[config.mk]
export PLATFORM = sky130hd
export DESIGN_NAME = alu_op_sequencer
export DESIGN_NICKNAME = d
export VERILOG_FILES = /design/src/rtl/alu_op_seq_pkg.sv /design/src/rtl/alu_op_decode.sv /design/src/rtl/alu_op_sequencer.sv
export SDC_FILE = /design/constraint.sdc
export NUM_CORES = 1
export LEC_CHECK = 0
export ABC_CLOCK_PERIOD_IN_PS = 900
export BUFFER_PORTS_ARGS = -buffer_cell sky130_fd_sc_hd__buf_2
export CAP_MARGIN = 20
export CORE_ASPECT_RATIO = 1.2
export CORE_MARGIN = 2
export CORE_UTILIZATION = 43
export CTS_CLUSTER_SIZE = 8
export DETAILED_ROUTE_END_ITERATION = 10
export PLACE_DENSITY = 0.75
export SLEW_MARGIN = 5
export SYNTH_ARGS = -nofsm -noshare
export SYNTH_HDL_FRONTEND = slang
export SYNTH_HIERARCHICAL = 1
export SYNTH_SLANG_ARGS = --single-unit
[constraint.sdc]
create_clock -name clk -period 0.9 [get_ports clk]
set_input_delay 0 -clock clk [delete_from_list [all_inputs] [get_ports clk]]
set_output_delay 0 -clock clk [all_outputs]
set_load 0.01 [all_outputs]
[src/rtl/alu_op_seq_pkg.sv]
// Shared definitions for the ALU operation sequencer: operation codes,
// ALUOp / funct7 encodings and the sequencer state encoding.
// The RV32M path is enabled by defining ALU_OP_SEQ_MULDIV_EN.
package alu_op_seq_pkg;

    // Extended operation code presented to the execute stage.
    typedef enum logic [4:0] {
        OP_AND    = 5'd0,
        OP_OR     = 5'd1,
        OP_ADD    = 5'd2,
        OP_XOR    = 5'd3,
        OP_SLL    = 5'd4,
        OP_SRL    = 5'd5,
        OP_SUB    = 5'd6,
        OP_SRA    = 5'd7,
        OP_SLT    = 5'd8,
        OP_SLTU   = 5'd9,
        OP_BEQ    = 5'd10,
        OP_BNE    = 5'd11,
        OP_BLT    = 5'd12,
        OP_BGE    = 5'd13,
        OP_BLTU   = 5'd14,
        OP_BGEU   = 5'd15,
        OP_PASS_B = 5'd16,
        OP_JAL    = 5'd17,
        OP_MUL    = 5'd18,
        OP_MULH   = 5'd19,
        OP_MULHSU = 5'd20,
        OP_MULHU  = 5'd21,
        OP_DIV    = 5'd22,
        OP_DIVU   = 5'd23,
        OP_REM    = 5'd24,
        OP_REMU   = 5'd25
    } alu_operation_e;

    // ALUOp field from the main decoder.
    localparam logic [1:0] ALUOP_MEM   = 2'b00;
    localparam logic [1:0] ALUOP_BR    = 2'b01;
    localparam logic [1:0] ALUOP_ARITH = 2'b10;
    localparam logic [1:0] ALUOP_JMP   = 2'b11;

    // funct7 patterns that select base, alternate (SUB/SRA) and RV32M ops.
    localparam logic [6:0] FUNCT7_BASE   = 7'b0000000;
    localparam logic [6:0] FUNCT7_ALT    = 7'b0100000;
    localparam logic [6:0] FUNCT7_MULDIV = 7'b0000001;

    // Sequencer states.
    typedef enum logic [1:0] {
        ST_IDLE  = 2'd0,
        ST_BUSY  = 2'd1,
        ST_DRAIN = 2'd2
    } seq_state_e;

    // RV32M ops are laid out contiguously from MUL in funct3 order.
    function automatic alu_operation_e muldiv_op(input logic [2:0] f3);
        logic [4:0] base;
        base = OP_MUL;
        return alu_operation_e'(base + {2'b00, f3});
    endfunction

endpackage

[src/rtl/alu_op_decode.sv]
// Combinational decode of (alu_op, funct7, funct3, r_type) into an
// extended operation code. Undecodable requests collapse to ADD with
// illegal set. RV32M decode exists only when ALU_OP_SEQ_MULDIV_EN is
// defined; otherwise funct7=0000001 on an R-type is illegal.
module alu_op_decode
    import alu_op_seq_pkg::*;
(
    input  logic [1:0]     alu_op,
    input  logic [6:0]     funct7,
    input  logic [2:0]     funct3,
    input  logic           r_type,
    output alu_operation_e operation,
    output logic           illegal,
    output logic           is_muldiv,
    output logic           is_div
);

    logic f7_base;
    logic f7_alt;
    logic f7_md;
    logic rt_bad;

    assign f7_base = (funct7 == FUNCT7_BASE);
    assign f7_alt  = (funct7 == FUNCT7_ALT);
    assign f7_md   = (funct7 == FUNCT7_MULDIV);
    // Register-register ops other than ADD/SUB and SRL/SRA only accept funct7=0.
    assign rt_bad  = r_type && !f7_base;

    // Map the request onto an operation code; anything undecodable becomes ADD.
    always_comb begin
        operation = OP_ADD;
        illegal   = 1'b0;
        is_muldiv = 1'b0;
        is_div    = 1'b0;
        case (alu_op)
            ALUOP_MEM: operation = OP_ADD;
            ALUOP_JMP: operation = OP_JAL;
            ALUOP_BR: begin
                case (funct3)
                    3'b000:  operation = OP_BEQ;
                    3'b001:  operation = OP_BNE;
                    3'b100:  operation = OP_BLT;
                    3'b101:  operation = OP_BGE;
                    3'b110:  operation = OP_BLTU;
                    3'b111:  operation = OP_BGEU;
                    default: illegal   = 1'b1;
                endcase
            end
            ALUOP_ARITH: begin
                if (r_type && f7_md) begin
`ifdef ALU_OP_SEQ_MULDIV_EN
                    operation = muldiv_op(funct3);
                    is_muldiv = 1'b1;
                    is_div    = funct3[2];
`else
                    illegal   = 1'b1;
`endif
                end else begin
                    case (funct3)
                        3'b000: begin
                            // funct7 is immediate data on ADDI, so it only matters for R-type.
                            if (r_type && f7_alt)
                                operation = OP_SUB;
                            else begin
                                operation = OP_ADD;
                                illegal   = rt_bad;
                            end
                        end
                        3'b001: begin
                            operation = OP_SLL;
                            illegal   = !f7_base;
                        end
                        3'b101: begin
                            if (f7_base)
                                operation = OP_SRL;
                            else if (f7_alt)
                                operation = OP_SRA;
                            else
                                illegal = 1'b1;
                        end
                        3'b010: begin
                            operation = OP_SLT;
                            illegal   = rt_bad;
                        end
                        3'b011: begin
                            operation = OP_SLTU;
                            illegal   = rt_bad;
                        end
                        3'b100: begin
                            operation = OP_XOR;
                            illegal   = rt_bad;
                        end
                        3'b110: begin
                            operation = OP_OR;
                            illegal   = rt_bad;
                        end
                        default: begin
                            operation = OP_AND;
                            illegal   = rt_bad;
                        end
                    endcase
                end
            end
            default: operation = OP_ADD;
        endcase
        // Illegal requests always present ADD and never take the multi-cycle path.
        if (illegal) begin
            operation = OP_ADD;
            is_muldiv = 1'b0;
            is_div    = 1'b0;
        end
    end

endmodule

[src/rtl/alu_op_sequencer.sv]
// Registered ALU operation sequencer between ID/EX and the ALU / mul-div
// unit. Decodes a request, holds it in a one-entry output register with
// valid/ready handshakes, and (with ALU_OP_SEQ_MULDIV_EN defined) stalls
// the issuing stage for MUL_LAT / DIV_LAT cycles on RV32M operations,
// pulsing md_start on issue and md_abort when a flush kills one in flight.
// Without the macro the block is just decode plus output register.
module alu_op_sequencer
    import alu_op_seq_pkg::*;
#(
    parameter int OP_W    = 5,
    parameter int MUL_LAT = 3,
    parameter int DIV_LAT = 33
) (
    input  logic            clk,
    input  logic            rst_n,
    input  logic            flush,
    input  logic            in_valid,
    output logic            in_ready,
    input  logic [1:0]      alu_op,
    input  logic [6:0]      funct7,
    input  logic [2:0]      funct3,
    input  logic            r_type,
    output logic            out_valid,
    input  logic            out_ready,
    output logic [OP_W-1:0] operation,
    output logic            illegal,
    output logic            md_start,
    output logic            md_abort,
    output logic            busy
);

    alu_operation_e dec_op;
    logic [4:0]     dec_code;
    logic           dec_illegal;
    logic           dec_is_md;
    logic           dec_is_div;
    logic           accept;

    alu_op_decode u_decode (
        .alu_op    (alu_op),
        .funct7    (funct7),
        .funct3    (funct3),
        .r_type    (r_type),
        .operation (dec_op),
        .illegal   (dec_illegal),
        .is_muldiv (dec_is_md),
        .is_div    (dec_is_div)
    );

    assign dec_code = dec_op;
    assign accept   = in_valid && in_ready;

`ifdef ALU_OP_SEQ_MULDIV_EN

    localparam int MAX_LAT = (MUL_LAT > DIV_LAT) ? MUL_LAT : DIV_LAT;
    localparam int CNT_W   = $clog2(MAX_LAT + 1);

    localparam logic [1:0] S_IDLE  = ST_IDLE;
    localparam logic [1:0] S_BUSY  = ST_BUSY;
    localparam logic [1:0] S_DRAIN = ST_DRAIN;

    logic [1:0]       state;
    logic [CNT_W-1:0] count;
    logic [CNT_W-1:0] lat_m1;
    logic [4:0]       md_code_p1;

    assign lat_m1 = dec_is_div ? CNT_W'(DIV_LAT - 1) : CNT_W'(MUL_LAT - 1);

    // Only IDLE accepts; a flush cycle or a held, unconsumed result blocks it.
    assign in_ready = rst_n && !flush && (state == S_IDLE) && (!out_valid || out_ready);
    assign busy     = (state == S_BUSY);

    // Stage p0 -> p1: remember which M op is in flight until its result is due.
    always_ff @(posedge clk) begin
        if (accept && dec_is_md)
            md_code_p1 <= dec_code;
    end

    // Sequencer FSM, latency counter, output register and mul/div pulses.
    always_ff @(posedge clk or negedge rst_n) begin
        if (!rst_n) begin
            state     <= S_IDLE;
            count     <= '0;
            out_valid <= 1'b0;
            operation <= '0;
            illegal   <= 1'b0;
            md_start  <= 1'b0;
            md_abort  <= 1'b0;
        end else begin
            md_start <= 1'b0;
            md_abort <= 1'b0;
            if (flush) begin
                // Kills everything; an M op still counting must be aborted downstream.
                state     <= S_IDLE;
                count     <= '0;
                out_valid <= 1'b0;
                md_abort  <= (state == S_BUSY);
            end else begin
                case (state)
                    S_IDLE: begin
                        if (accept && dec_is_md) begin
                            md_start <= 1'b1;
                            if (lat_m1 == '0) begin
                                // Single-cycle unit: result is due right away.
                                state     <= S_DRAIN;
                                out_valid <= 1'b1;
                                operation <= OP_W'(dec_code);
                                illegal   <= 1'b0;
                            end else begin
                                state     <= S_BUSY;
                                count     <= lat_m1;
                                out_valid <= 1'b0;
                            end
                        end else if (accept) begin
                            out_valid <= 1'b1;
                            operation <= OP_W'(dec_code);
                            illegal   <= dec_illegal;
                        end else if (out_ready) begin
                            out_valid <= 1'b0;
                        end
                    end
                    S_BUSY: begin
                        if (count == '0) begin
                            state     <= S_DRAIN;
                            out_valid <= 1'b1;
                            operation <= OP_W'(md_code_p1);
                            illegal   <= 1'b0;
                        end else begin
                            count <= count - 1'b1;
                        end
                    end
                    S_DRAIN: begin
                        if (out_ready) begin
                            state     <= S_IDLE;
                            out_valid <= 1'b0;
                        end
                    end
                    default: state <= S_IDLE;
                endcase
            end
        end
    end

`else

    // Latency parameters and M-op decode flags have no consumer in this build.
    localparam int unused_lat = MUL_LAT + DIV_LAT;
    logic unused_md;
    assign unused_md = dec_is_md ^ dec_is_div;

    assign in_ready = rst_n && !flush && (!out_valid || out_ready);
    assign busy     = 1'b0;
    assign md_start = 1'b0;
    assign md_abort = 1'b0;

    // One-entry output register; holds while out_valid && !out_ready.
    always_ff @(posedge clk or negedge rst_n) begin
        if (!rst_n) begin
            out_valid <= 1'b0;
            operation <= '0;
            illegal   <= 1'b0;
        end else if (flush) begin
            out_valid <= 1'b0;
        end else if (accept) begin
            out_valid <= 1'b1;
            operation <= OP_W'(dec_code);
            illegal   <= dec_illegal;
        end else if (out_ready) begin
            out_valid <= 1'b0;
        end
    end

`endif

endmodule

### After elaboration in Yosys (flattened, before gate mapping)

Cells that the tools add are included.
Widths: inputs -> output; s select.

| cells by class | value |
|---|---|
| bitwise operators | 1 |
| equal/unequal tests | 12 |
| reduce and logical (&&, ||, !) cells | 16 |
| multiplexer cells | 18 |

Operators by type and width:

| kind | count |
|---|---|
| $pmux 5 s7 | 1 |
| $pmux 4 s6 | 1 |
| $pmux 5 s4 | 1 |
| $mux 5 | 3 |
| $eq 3x3->1 const B | 4 |
| $mux 1 | 8 |
| $eq 7x1->1 const B | 1 |
| $eq 7x6->1 const B | 1 |
| $logic_not 7->1 | 1 |
| $eq 3x2->1 const B | 2 |
| $logic_and 1x1->1 | 6 |
| $mux 3 | 2 |
| $reduce_or 6->1 | 1 |
| $eq 2x2->1 const B | 2 |
| $eq 3x1->1 const B | 1 |
| $logic_not 1->1 | 3 |
| $logic_not 3->1 | 1 |
| $pmux 1 s3 | 1 |
| $reduce_bool 3->1 | 1 |
| $eq 2x1->1 const B | 1 |
| $logic_not 2->1 | 1 |
| $pmux 1 s2 | 1 |
| $reduce_and 2->1 | 1 |
| $logic_or 1x1->1 | 1 |
| $not 1->1 | 1 |

| storage, ports and cells | value |
|---|---|
| input bits | 18 |
| output and inout port bits | 11 |
| logic and storage cells | 50 |
| register bits after elaboration | 7 |

### Depth between registers and ports, before layout

| depth | value |
|---|---|
| word-level depth | 8 |
| mapped depth | 7 |
| gate-level depth less buffers | 7 |

### Modules after synthesis

The synthesis kept the hierarchy.

By module, submodules not included:

| module | seq. area each (um2) | times used | cells each | area an instance (um2) |
|---|---|---|---|---|
| alu_op_decode | 0.0 | 1 | 54 | 429.2 |
| alu_op_sequencer | 175.2 | 1 | 21 | 321.6 |

### Worst setup path before layout

OpenSTA, ideal clock, no wires.

| path | value |
|---|---|
| path kind | input-to-reg |
| start | in funct7[1] |
| end | reg operation[1] |
| cell stages on the path | 5 |
| buffers on the path | 0 |
| data arrival time | 1376 ps |
| library setup time | 125 ps |
| setup slack | -601 ps |
| required time | 775 ps |
| path through | or3_4 > nor4b_4 > o32ai_2 > a2111o_1 > mux2_2 |

| on the way | value |
|---|---|
| longest elaborated chain between the ends | 8 |
| elaborated cells on any way between the ends | 18 |
| classes of those cells | 2 x eq/ne; 11 x mux; 5 x reduce/logical |

Ends and longest elaborated chain:

| element | RTL line | source |
|---|---|---|
| start: declaration | alu_op_sequencer.sv:20 | `input logic [6:0] funct7,` |
| $logic_not 7->1 | alu_op_decode.sv:23 | `assign f7_base = (funct7 == FUNCT7_BASE);` |
| $logic_not 1->1 | alu_op_decode.sv:27, alu_op_decode.sv:71 |  |
| $logic_and 1x1->1 | alu_op_decode.sv:27 | `assign rt_bad = r_type && !f7_base;` |
| $mux 1 | alu_op_decode.sv:62 | `if (r_type && f7_alt)` |
| $pmux 1 s3 | alu_op_decode.sv:59 | `case (funct3)` |
| $mux 1 | alu_op_decode.sv:50 | `if (r_type && f7_md) begin` |
| $pmux 1 s2 | alu_op_decode.sv:35 | `case (alu_op)` |
| $mux 5 * | alu_op_decode.sv:107 | `if (illegal) begin` |
| named net dec_code[1] | alu_op_sequencer.sv:33 | `logic [4:0] dec_code;` |
| end signal: assignment | alu_op_sequencer.sv:166 | `operation <= OP_W'(dec_code);` |
| end: declaration | alu_op_sequencer.sv:25 | `output logic [OP_W-1:0] operation,` |

The timed path passes the listed nets; every way through them passes the cells marked *.
A chain may end at the register's enable or synchronous reset.

### Final worst setup path

| path | value |
|---|---|
| start | in funct7[6] |
| end | reg operation[1] |

The elaborated chain is that of the path after synthesis.

==> reports/qor.csv <==
metric,value,unit
Die Width,41.7,microns
Residual DRC,0,
cell internal pwr,825,uW
CTS tree,built,
switch share,31.4,%
core box area,1620,sq um
Worst EP arrival,1.47,ns
crit path cell chain,buf_6 -> or3_4 -> nor4b_4 -> o32ai_4 -> a2111o_1 -> mux2_2,
Flop pwr share,32.3,%
fin crit share,149,%
CP endpoint kind,flop,
Fin. Hold Viols,0,
CTS Buf Count,3,
unrepaired setup endpoints after global routing,yes,
ratio of cells with drive above 1 in the final layout,62.5,%
"delay-heaviest family, CP",simple AND/OR/NAND/NOR gates,
row count,16,
critical path required time,1.03,ns
GRT Util Overall,24.7,%
fmax,746,MHz
Clock Tree Root,clkbuf_4,
Tmin final,1.34,ns
number of global-route vias before repair,886,
Max Cap Viol,0,
Gate power share,44.5,%
Mapped Area,732,sq um
"commonest non-fill, non-tap cells in the layout","buf_4 (23), buf_2 (20), buf_6 (9)",
failing checks,negative setup slack,
Area Overhead vs Synth,72.3,%
H-tree Lvls,1,
yosys synthesis warning count,6,
"commonest non-fill, non-tap cell in the layout",buf_4,
final-stage net count,152,
# port buffers,25,
clock share of power,23.3,%
WP buf/inv,1,
Static Leak,0.617,nW
CP Launch Type,input port,
routed via count,814,
Inserted Diodes,0,
# fillers,115,
net switching power,379,uW
"Max FO, Critical Path",4,
worst hold slack,0.117,ns
Detailed Place HPWL,1640,microns
Vias/cell,5.58,
final slew viol count,0,
Routed wire per std cell,15.8,microns
largest net degree at the start of global routing,8,
post-synthesis average cell area,10.2,sq um
PwrDens,954,nW/um^2
total grt overflow,0,
"Reg clk slew, reported paths",0.05,ns
clk_lat worst skew,0.24,ns
worst-case clock buffer depth,2,
Die Area,2050,sq um
Clock Skew,0.00442,ns
Routability Congestion,0.818,
first-pass GRT wire length,3880,microns
CP max stage cell,or3_4,
Peak VDD IR,0.779,mV
CP max stage delay,0.41,ns
CTS sink count,7,
Initial Utilization,45.1,%
worst hold path type,input port to flop,
routed wire length,2300,microns
TNS Setup,-2.50,ns
initial antenna violation count,0,
die height,49.2,microns
Worst Setup Path Type,input port to flop,
cells after synthesis,72,
outcome,"finished, violations left",
# IOs,29,
1st-iter DRT viols,13,
Post-Place Setup Slack,-0.729,ns
Setup WS post-layout,-0.440,ns
Final setup viols,8,
drt pass-1 iters,4,
ANT nets after route,0,
[power groups by stage]
stage	Combinational (mW)	Clock (mW)	Sequential, mW
after floorplan	0.187	0	0.416
after global placement	0.427	0	0.391
after detailed placement	0.439	0	0.392
after CTS	0.502	0.298	0.388
after global routing	0.574	0.307	0.395
final	0.535	0.280	0.388
[final cells by class]
type                       instances  area (sq um)  share of cell area (%)
sequential                         7           175                    13.9
inverter                           3          11.3                   0.893
multi-input combinational         60           632                    50.1
tap                               18          22.5                    1.79
clock buffer                       4          26.3                    2.08
timing repair buffer              54           394                    31.2
[worst reg2reg max path, delay by kind of cell, from the launching register on]
kind	cells	cell delay, ns
DFF	1	0.41
muxes	1	0.34
and+or+nand+nor	2	0.28
[per-layer routing]
| metal | up-vias | global-route usage, % | share of wire (%) |
|---|---|---|---|
| met5 | - | 0 | 0 |
| met4 | 0 | 11.8 | 1.3 |
| met3 | 6 | 2.22 | 4.1 |
| met2 | 35 | 47.7 | 58 |
| met1 | 391 | 25.8 | 37 |
| li1 | 382 | - | - |
[flip-flops by register name, summed over array words and instances, names as in the netlist]
| register | flops |
|---|---|
| illegal | 1 |
| operation | 5 |
| out_valid | 1 |
[repair_timing]
action | CTS | global route
setup endpoints to repair | 7 | 9
buffers inserted | 3 | 0
hold buffers | 2 | 0
pin swaps | 5 | 4
endpoints found under the hold margin | 8 | 0
gates resized for setup | 14 | 9
[stage by stage]
| step | instance area [sq um] | util [%] | instances | total power [mW] |
|---|---|---|---|---|
| finish | 1260 | 77.8 | 146 | 1.20 |
| global route | 1260 | 77.8 | 146 | 1.28 |
| CTS | 1210 | 74.7 | 146 | 1.19 |
| detailed placement | 1060 | 65.2 | 137 | 0.831 |
| global placement | 1060 | 65.2 | 137 | 0.818 |
| floorplan | 757 | - | 74 | 0.604 |
[worst paths after layout]
path	to	from	slack [ns]	cells past startpoint
setup reg to reg	operation[3]	out_valid	-0.26	3
min in group asynchronous	operation[0]	rst_n	0.32	3
setup / recovery	operation[1]	funct7[6]	-0.44	6
max in group asynchronous	operation[3]	rst_n	0.33	3
hold reg to reg	operation[2]	operation[2]	0.50	1
hold / removal	out_valid	in_valid	0.12	3
Power figures use the tool's default switching activity.
